$ cat src/rtl/pulse_on_change.sv
// Registered, retriggerable pulse of PULSE_CYCLES clocks whenever the sampled data_in differs from the previous sample.
// Latency: pulse rises at the edge that samples the change; no flow control, the block accepts data every cycle.
module pulse_on_change #(
    parameter int WIDTH        = 8,
    parameter int PULSE_CYCLES = 1
) (
    input  logic             clk,
    input  logic             rst_n,
    input  logic [WIDTH-1:0] data_in,
    output logic             pulse
);

    localparam int CNT_W = (PULSE_CYCLES < 1) ? 1 : $clog2(PULSE_CYCLES + 1);

    logic [WIDTH-1:0] prev_data_q;
    logic [WIDTH-1:0] prev_data_d;
    logic [CNT_W-1:0] cnt_q;
    logic [CNT_W-1:0] cnt_d;
    logic             pulse_q;
    logic             pulse_d;
    logic             change;

    always_comb begin
        prev_data_d = data_in;
        change      = (data_in != prev_data_q);
        cnt_d       = cnt_q;
        if (change) begin
            cnt_d = CNT_W'(PULSE_CYCLES);
        end else if (cnt_q != '0) begin
            cnt_d = cnt_q - CNT_W'(1);
        end
        // pulse reflects the counter value after this edge, so it is high on the sampling edge itself
        pulse_d = (cnt_d != '0);
    end

    // rst_n is active-high despite its name
    always_ff @(posedge clk or posedge rst_n) begin
        if (rst_n) begin
            prev_data_q <= '0;
            cnt_q       <= '0;
            pulse_q     <= 1'b0;
        end else begin
            prev_data_q <= prev_data_d;
            cnt_q       <= cnt_d;
            pulse_q     <= pulse_d;
        end
    end

    assign pulse = pulse_q;

endmodule

$ cat config.mk
export PLATFORM = sky130hd
export DESIGN_NAME = pulse_on_change
export DESIGN_NICKNAME = d
export VERILOG_FILES = /design/src/rtl/pulse_on_change.sv
export SDC_FILE = /design/constraint.sdc
export NUM_CORES = 1
export LEC_CHECK = 0
export ABC_AREA = 0
export BUFFER_PORTS_ARGS = -buffer_cell sky130_fd_sc_hd__buf_2
export CORE_AREA = 2 2 39 41
export DETAILED_ROUTE_END_ITERATION = 12
export DIE_AREA = 0 0 41 43
export PLACE_DENSITY = 0.43
export SETUP_SLACK_MARGIN = 0.4
export SLEW_MARGIN = 20
export SYNTH_ARGS = -nofsm -noshare
export SYNTH_HDL_FRONTEND = slang
export SYNTH_SLANG_ARGS = --single-unit
$ cat constraint.sdc
create_clock -name clk -period 0.98 [get_ports clk]
set_input_delay 0.294 -clock clk [delete_from_list [all_inputs] [get_ports clk]]
set_output_delay 0.294 -clock clk [all_outputs]
set_load 0.1 [all_outputs]
**Word-level counts from Yosys, hierarchy flattened**

Cells that the tools add are included.

- Add/sub/neg operators: 1
- Equal/unequal tests: 1
- Multiplexer cells: 2

Operators by type and width:

| cell | number |
|---|---|
| $ne A8 B8 Y1 | 1 |
| $mux W1 | 2 |
| $sub A1 B1 Y1 const B | 1 |

- Bits in registers: 9
- Input bits: 10
- Output and inout bits: 1
- Word-level logic and storage cells: 6

**Logic depth before layout (Yosys ltp)**

Gate-level depths: netlist of the first run.

- Depth after elaboration: 3
- Mapped depth: 3

**Worst setup path before layout of the first run**

No wires, ideal clock.

- Path type: register to output
- From: reg pulse_q (netlist: pulse)
- To: out pulse
- Data arrival time: 883 ps
- Required time: 686 ps
- Setup slack: -197 ps
- Cell stages (with the launch flop): 1
- Path buffers: 0
- Cell sequence: dfrtp_1

RTL lines:

| what | line | text |
|---|---|---|
| start: declaration | 19 | `logic pulse_q;` |
| start signal: assignment | 45 | `pulse_q <= pulse_d;` |
| end: declaration | 10 | `output logic pulse` |

No word-level cell between the ends.

**Worst setup path in the final report of the first run**

- From: reg pulse_q (netlist: pulse)
- To: out pulse

No word-level cell between the ends.

==> flow_summary_export.csv, run 1 <==
group,metric,value,unit
yosys,synth.most_common_cell,"dfrtp_1",
yosys,yosysWarnings,0,
worst_setup_path,rr_startpoint,"prev_data_q[5]",
yosys,yosys-top-cells-count,"dfrtp_1 (9), xor2_1 (8), nor4_1 (2), inv_1 (1), nand2_1 (1)",
placed_design,routabilityCongestion,0.586,
cts,clkLatencyLatePin,0.25,ns
worst_setup_path,cpPeakStageDelay,0.48,ns
die,core,1380,um2
yosys,synthFlopType,"dfrtp_1",
grt,grt-ovfl-total,0,
worst_setup_path,arrival,0.91,ns
cts,numCtsBuffers,3,
cts,path_clk_slew,0.06,ns
cts,cts-root-buf,"clkbuf_4",
pwr,p_leak,0.204,nW
cells_and_area,nFillCells,149,
yosys,synth_edf_count,0,
timing,maxSlewViolCount,0,
timing,maxSlewHeadroom,78.2,%
cts,cts_tree,"built",
worst_setup_path,ff2ff_setup_slack,0.01,ns
detailed_routing,vias_per_cell,3.73,
worst_setup_path,cp_num_buf_inv,1,
timing,min_period,1.20,ns
cts,clkSinkCount,9,
die,die_area,1760,um2
yosys,yosys.area.top_type,"dfrtp_1",
cells_and_area,design_area,437,um2
detailed_routing,totalWireLength,493,um
detailed_routing,drt_iter0_drc,4,
timing,hold_viol_final,9,
cts,clock_path_buffers,2,
grt,grt_max_degree,10,
pwr,p_per_area,1690,nW/um2
placed_design,placed_cells,47,
timing,rsz0062_at_grt,"true",
yosys,ys_seq_area_share,71.4,%
yosys,ys_ff_latch,9,
grt,antenna_found_initial,0,
detailed_routing,first_pass_iters,2,
cts,cts_max_level,1,
die,initial_core_util,22.8,%
job,cap_violations,0,
cells_and_area,drive_above_1_share,42.9,%
worst_setup_path,path_cells,"buf_12",
yosys,synth_top_area_share,71.4,%
yosys,synth_area_per_cell,15.0,um2
die,fp.dieW,41,um
placed_design,numPortBuffers,10,
worst_setup_path,crit_path_end_kind,"output pin",
detailed_routing,avgRoutedWirePerCell,9.67,um
cells_and_area,final_cells,51,
grt,grt_pass1_wl,828,um
cells_and_area,fin_nets,46,
yosys,synth_area_leaders,"dfrtp_1 (71%), xor2_1 (22%), nor4_1 (4.0%)",
detailed_routing,ant_nets,0,
timing,worst_slew_pin_slew,0.326,ns
pwr,ir_drop,568,uV
yosys,syn_nets,31,
timing,setup_violations,1,
status,violations,"hold timing, setup timing",
detailed_routing,via_count,190,
yosys,yosys.cell_types.count,5,
placed_design,placed_area,404,um2
timing,min_period_over_period,122,%
die,fp.dieH,43,um
timing,max_freq,833,MHz
worst_setup_path,worst-r2r-cell-count,3,
timing,fin_ws,-0.220,ns
worst_setup_path,worst_setup_path_start_kind,"register",
worst_setup_path,cp.required,0.69,ns
detailed_routing,drc,0,
yosys,synth-async-reset-ratio,100,%
yosys,syn_area,315,um2
timing,skew,0.000724,ns
worst_hold_path,hp-class,"input pin to async pin",
die,pin_count,11,
timing,hold-worst-slack,-0.0199,ns
grt,grt_pass1_vias,218,
status,status,"finished with violations",
worst_setup_path,rr_endpoint,"pulse",
worst_setup_path,crit_type,"register to output pin",
yosys,synth_cells,21,
worst_setup_path,crit_family,"flip-flops",
cts,cts_setup_buffers,0,
worst_setup_path,critPathSlowestCell,"dfrtp_4",
cells_and_area,insertedDiodeCount,0,
cells_and_area,syn2layout_area_growth,38.5,%
worst_setup_path,cp_max_fo,1,
grt,grt.total_usage,7.64,%
die,num_rows,14,
registers in the layout, indices dropped and copies added, names as in the netlist:
name / flops
pulse: 1
prev_data_q: 8
how the worst max path moves through the flow:
stage / cells after the start / start / end
floorplan: 3 / prev_data_q[6] / pulse
global placement: 4 / data_in[0] / pulse
detailed placement: 4 / data_in[0] / pulse
CTS: 1 / pulse / pulse
global route: 1 / pulse / pulse
finish: 1 / pulse / pulse
cells by family after synthesis:
family	share of synthesized area [%]
flops	71.4
xor+xnor	22.2
simple gates	5.16
buf+inv	1.19
area by class of cell:
class	count	area (um2)	share of cell area, %
clock buffer	4	26.3	6.02
timing repair buffer	10	65.1	14.9
inverter	1	3.75	0.860
multi-input combinational	11	92.6	21.2
tap	16	20.0	4.58
sequential	9	229	52.4
power breakdown:
group          total (mW)  switching (mW)  leakage [nW]  internal (mW)
Sequential          0.396         0.00712         0.102          0.389
Combinational      0.0633          0.0333        0.0872         0.0300
Clock               0.280           0.123        0.0150          0.157
through the flow:
step                power, mW  util (%)  setup TNS [ns]  hold WS, ns  worst slack (ns)
detailed placement      0.464      29.2         -0.0688        0.262           -0.0688
global placement        0.462      29.2         -0.0843        0.257           -0.0843
floorplan               0.432         -               0        0.122            0.0531
global route            0.795      31.6          -0.343      -0.0178            -0.250
CTS                     0.754      31.1          -0.253      -0.0224            -0.234
finish                  0.739      31.6          -0.220      -0.0199            -0.220
cell usage in the layout (no fill, tap or decap):
cell / instances
buf_12: 1
nand2_1: 1
nor4_2: 1
buf_2: 9
xor2_1: 8
inv_1: 1
nor4_1: 1
dfrtp_4: 1
dfrtp_1: 8
clkbuf_1: 1
clkbuf_4: 3
repair_timing:
action	CTS	global route
gates resized for setup	0	1
cloned	0	0
endpoints found under the setup margin	2	2
endpoints found under the hold margin	9	9
pin swaps	2	1
layer usage:
layer  up-vias  track usage, %  wire length (um)
li1         95               -                 -
met1        85            7.74               201
met2        10            10.6               256
met3         0            3.14                34
met4         0            8.00                 0
met5         -               0                 0
Note: power is estimated with default switching activity, not from simulation.
==> inputs of run 2 (changes only) <==
Settings changed: PLACE_DENSITY 0.43 to unset, TNS_END_PERCENT set to 1.
==> run 2 against run 1 <==
Compared with the run above: the flow still finishes with violations (hold timing, setup timing); power up 0.85%; cell count up 5.9%; via count up 12%; sequential power about the same; final area up 5.2%; critical path depth unchanged.
==> flow_summary_export.csv, run 2 (synthesis gave the netlist of run 1 again) <==
group,metric,value,unit
cts,cts_tree,"built",
cells_and_area,insertedDiodeCount,0,
die,fp.dieW,41,um
pwr,switching_share,21.9,%
timing,skew,0.00956,ns
timing,rsz0062_at_grt,"true",
status,status,"finished with violations",
die,num_rows,14,
worst_setup_path,cp_max_fo,1,
cts,path_clk_slew,0.06,ns
cells_and_area,drive_above_1_share,47.4,%
timing,maxSlewViolCount,0,
cells_and_area,final_cell_mix,"buf_2 (9), xor2_1 (8), dfrtp_1 (8)",
detailed_routing,avgRoutedWirePerCell,9.69,um
cts,numCtsBuffers,3,
die,die_area,1760,um2
cells_and_area,largest_reg_flops,8,
grt,use_met2,9.69,%
worst_setup_path,cpPeakStageDelay,0.48,ns
worst_setup_path,arrival,0.91,ns
pwr,clock_power_share,37.2,%
timing,fin_ws,-0.225,ns
detailed_routing,totalWireLength,523,um
cts,clkSinkCount,9,
die,initial_core_util,22.8,%
timing,min_period,1.20,ns
die,fp.dieH,43,um
pwr,internal-power,582,uW
worst_setup_path,worst-r2r-cell-count,3,
cts,clock_path_buffers,2,
detailed_routing,drc,0,
die,pin_count,11,
job,cap_violations,0,
worst_setup_path,crit_type,"register to output pin",
grt,grt_pass1_wl,814,um
worst_setup_path,ff2ff_setup_slack,0,ns
timing,min_period_over_period,123,%
pwr,total_power,745,uW
pwr,netSwitchingPower,163,uW
placed_design,numPortBuffers,10,
status,violations,"hold timing, setup timing",
timing,hold_viol_final,9,
cells_and_area,fin_nets,49,
pwr,combinationalPowerShare,9.7,%
worst_setup_path,worst_setup_path_start_kind,"register",
worst_setup_path,critPathSlowestCell,"dfrtp_4",
worst_setup_path,cp_num_buf_inv,1,
timing,setup_violations,2,
timing,maxSlewHeadroom,77.4,%
grt,grt_max_degree,10,
detailed_routing,ant_nets,0,
placed_design,dp_slack,-0.0983,ns
grt,antenna_found_initial,0,
detailed_routing,via_count,213,
worst_hold_path,hp-class,"input pin to async pin",
worst_setup_path,cp.required,0.69,ns
grt,grt.total_usage,7.93,%
cts,cts_max_level,1,
die,core,1380,um2
worst_setup_path,crit_family,"flip-flops",
timing,hold-worst-slack,-0.0205,ns
cells_and_area,top_register,"prev_data_q",
grt,grt-ovfl-total,0,
pwr,ir_drop,957,uV
pwr,p_per_area,1620,nW/um2
pwr,p_leak,0.219,nW
detailed_routing,drt_iter0_drc,1,
placed_design,hpwlAfterDp,414,um
detailed_routing,first_pass_iters,2,
cells_and_area,nFillCells,145,
worst_setup_path,path_cells,"buf_12",
pwr,p_seq_share,53.1,%
placed_design,routabilityCongestion,0.584,
cells_and_area,syn2layout_area_growth,45.6,%
cts,clkLatencyLatePin,0.26,ns
placed_design,placed_cells,50,
grt,grt.busiest_layer,"met2",
cts,cts_setup_buffers,0,
cells_and_area,final_common_cell,"buf_2",
grt,grt_pass1_vias,203,
timing,max_freq,830,MHz
grt,grt_use_met1,7.69,%
worst_setup_path,rr_startpoint,"prev_data_q[3]",
grt,use_met3,7.85,%
cells_and_area,final_cells,54,
detailed_routing,vias_per_cell,3.94,
worst_setup_path,crit_path_end_kind,"output pin",
timing,worst_slew_pin_slew,0.338,ns
cts,cts-root-buf,"clkbuf_4",
worst_setup_path,rr_endpoint,"pulse",
run 2: cell count changes in the layout (fill, tap and decap cells not counted):
cell / previous run / this run
buf_4: 0 / 3
run 2: cell type report:
| class | instances | area, um2 | area share [%] |
|---|---|---|---|
| Inverter | 1 | 3.75 | 0.817 |
| Timing Repair Buffer | 13 | 87.6 | 19.1 |
| Sequential cell | 9 | 229 | 49.9 |
| Clock buffer | 4 | 26.3 | 5.72 |
| Multi-Input combinational cell | 11 | 92.6 | 20.2 |
| Tap cell | 16 | 20.0 | 4.36 |
run 2: worst max-delay path by stage:
stage | from | end | slack (ns) | cells past startpoint
after detailed placement | data_in[6] | pulse | -0.1 | 4
after global routing | pulse | pulse | -0.25 | 1
final | pulse | pulse | -0.22 | 1
after CTS | pulse | pulse | -0.24 | 1
after floorplan | prev_data_q[6] | pulse | 0.05 | 3
after global placement | data_in[6] | pulse | -0.09 | 4
run 2: metrics by stage:
| stage | utilization, % | TNS (ns) | cell area, um2 |
|---|---|---|---|
| after global routing | 33.2 | -0.305 | 459 |
| after global placement | 30.8 | -0.0877 | 427 |
| final | 33.2 | -0.227 | 459 |
| after detailed placement | 30.8 | -0.0983 | 427 |
| after CTS | 32.7 | -0.262 | 453 |
| after floorplan | - | 0 | 319 |
run 2: power groups by stage:
stage | Sequential, mW | Clock, mW | Combinational, mW
after floorplan | 0.404 | 0 | 0.0285
after global placement | 0.402 | 0 | 0.0693
final | 0.396 | 0.277 | 0.0722
after detailed placement | 0.403 | 0 | 0.0705
after CTS | 0.396 | 0.295 | 0.0710
after global routing | 0.398 | 0.308 | 0.0823
run 2: worst reg2reg max path: stages, from the launching register on:
cell	delay (ns)
dfrtp_1	0.37
xor2_1	0.15
nor4_1	0.26
nand2_1	0.08
run 2: timing repair:
action / 4_1_cts / 5_1_grt
pin swaps: 1 / 1
endpoints found under the hold margin: 9 / 5
resized for setup: 0 / 1
endpoints found under the setup margin: 2 / 2
run 2: routing by layer:
metal	up-vias	share of wire (%)	wire length (um)
met5	-	0	0
met4	0	0.96	5
met3	2	12	64
met2	13	46	243
met1	99	40	209
li1	99	-	-
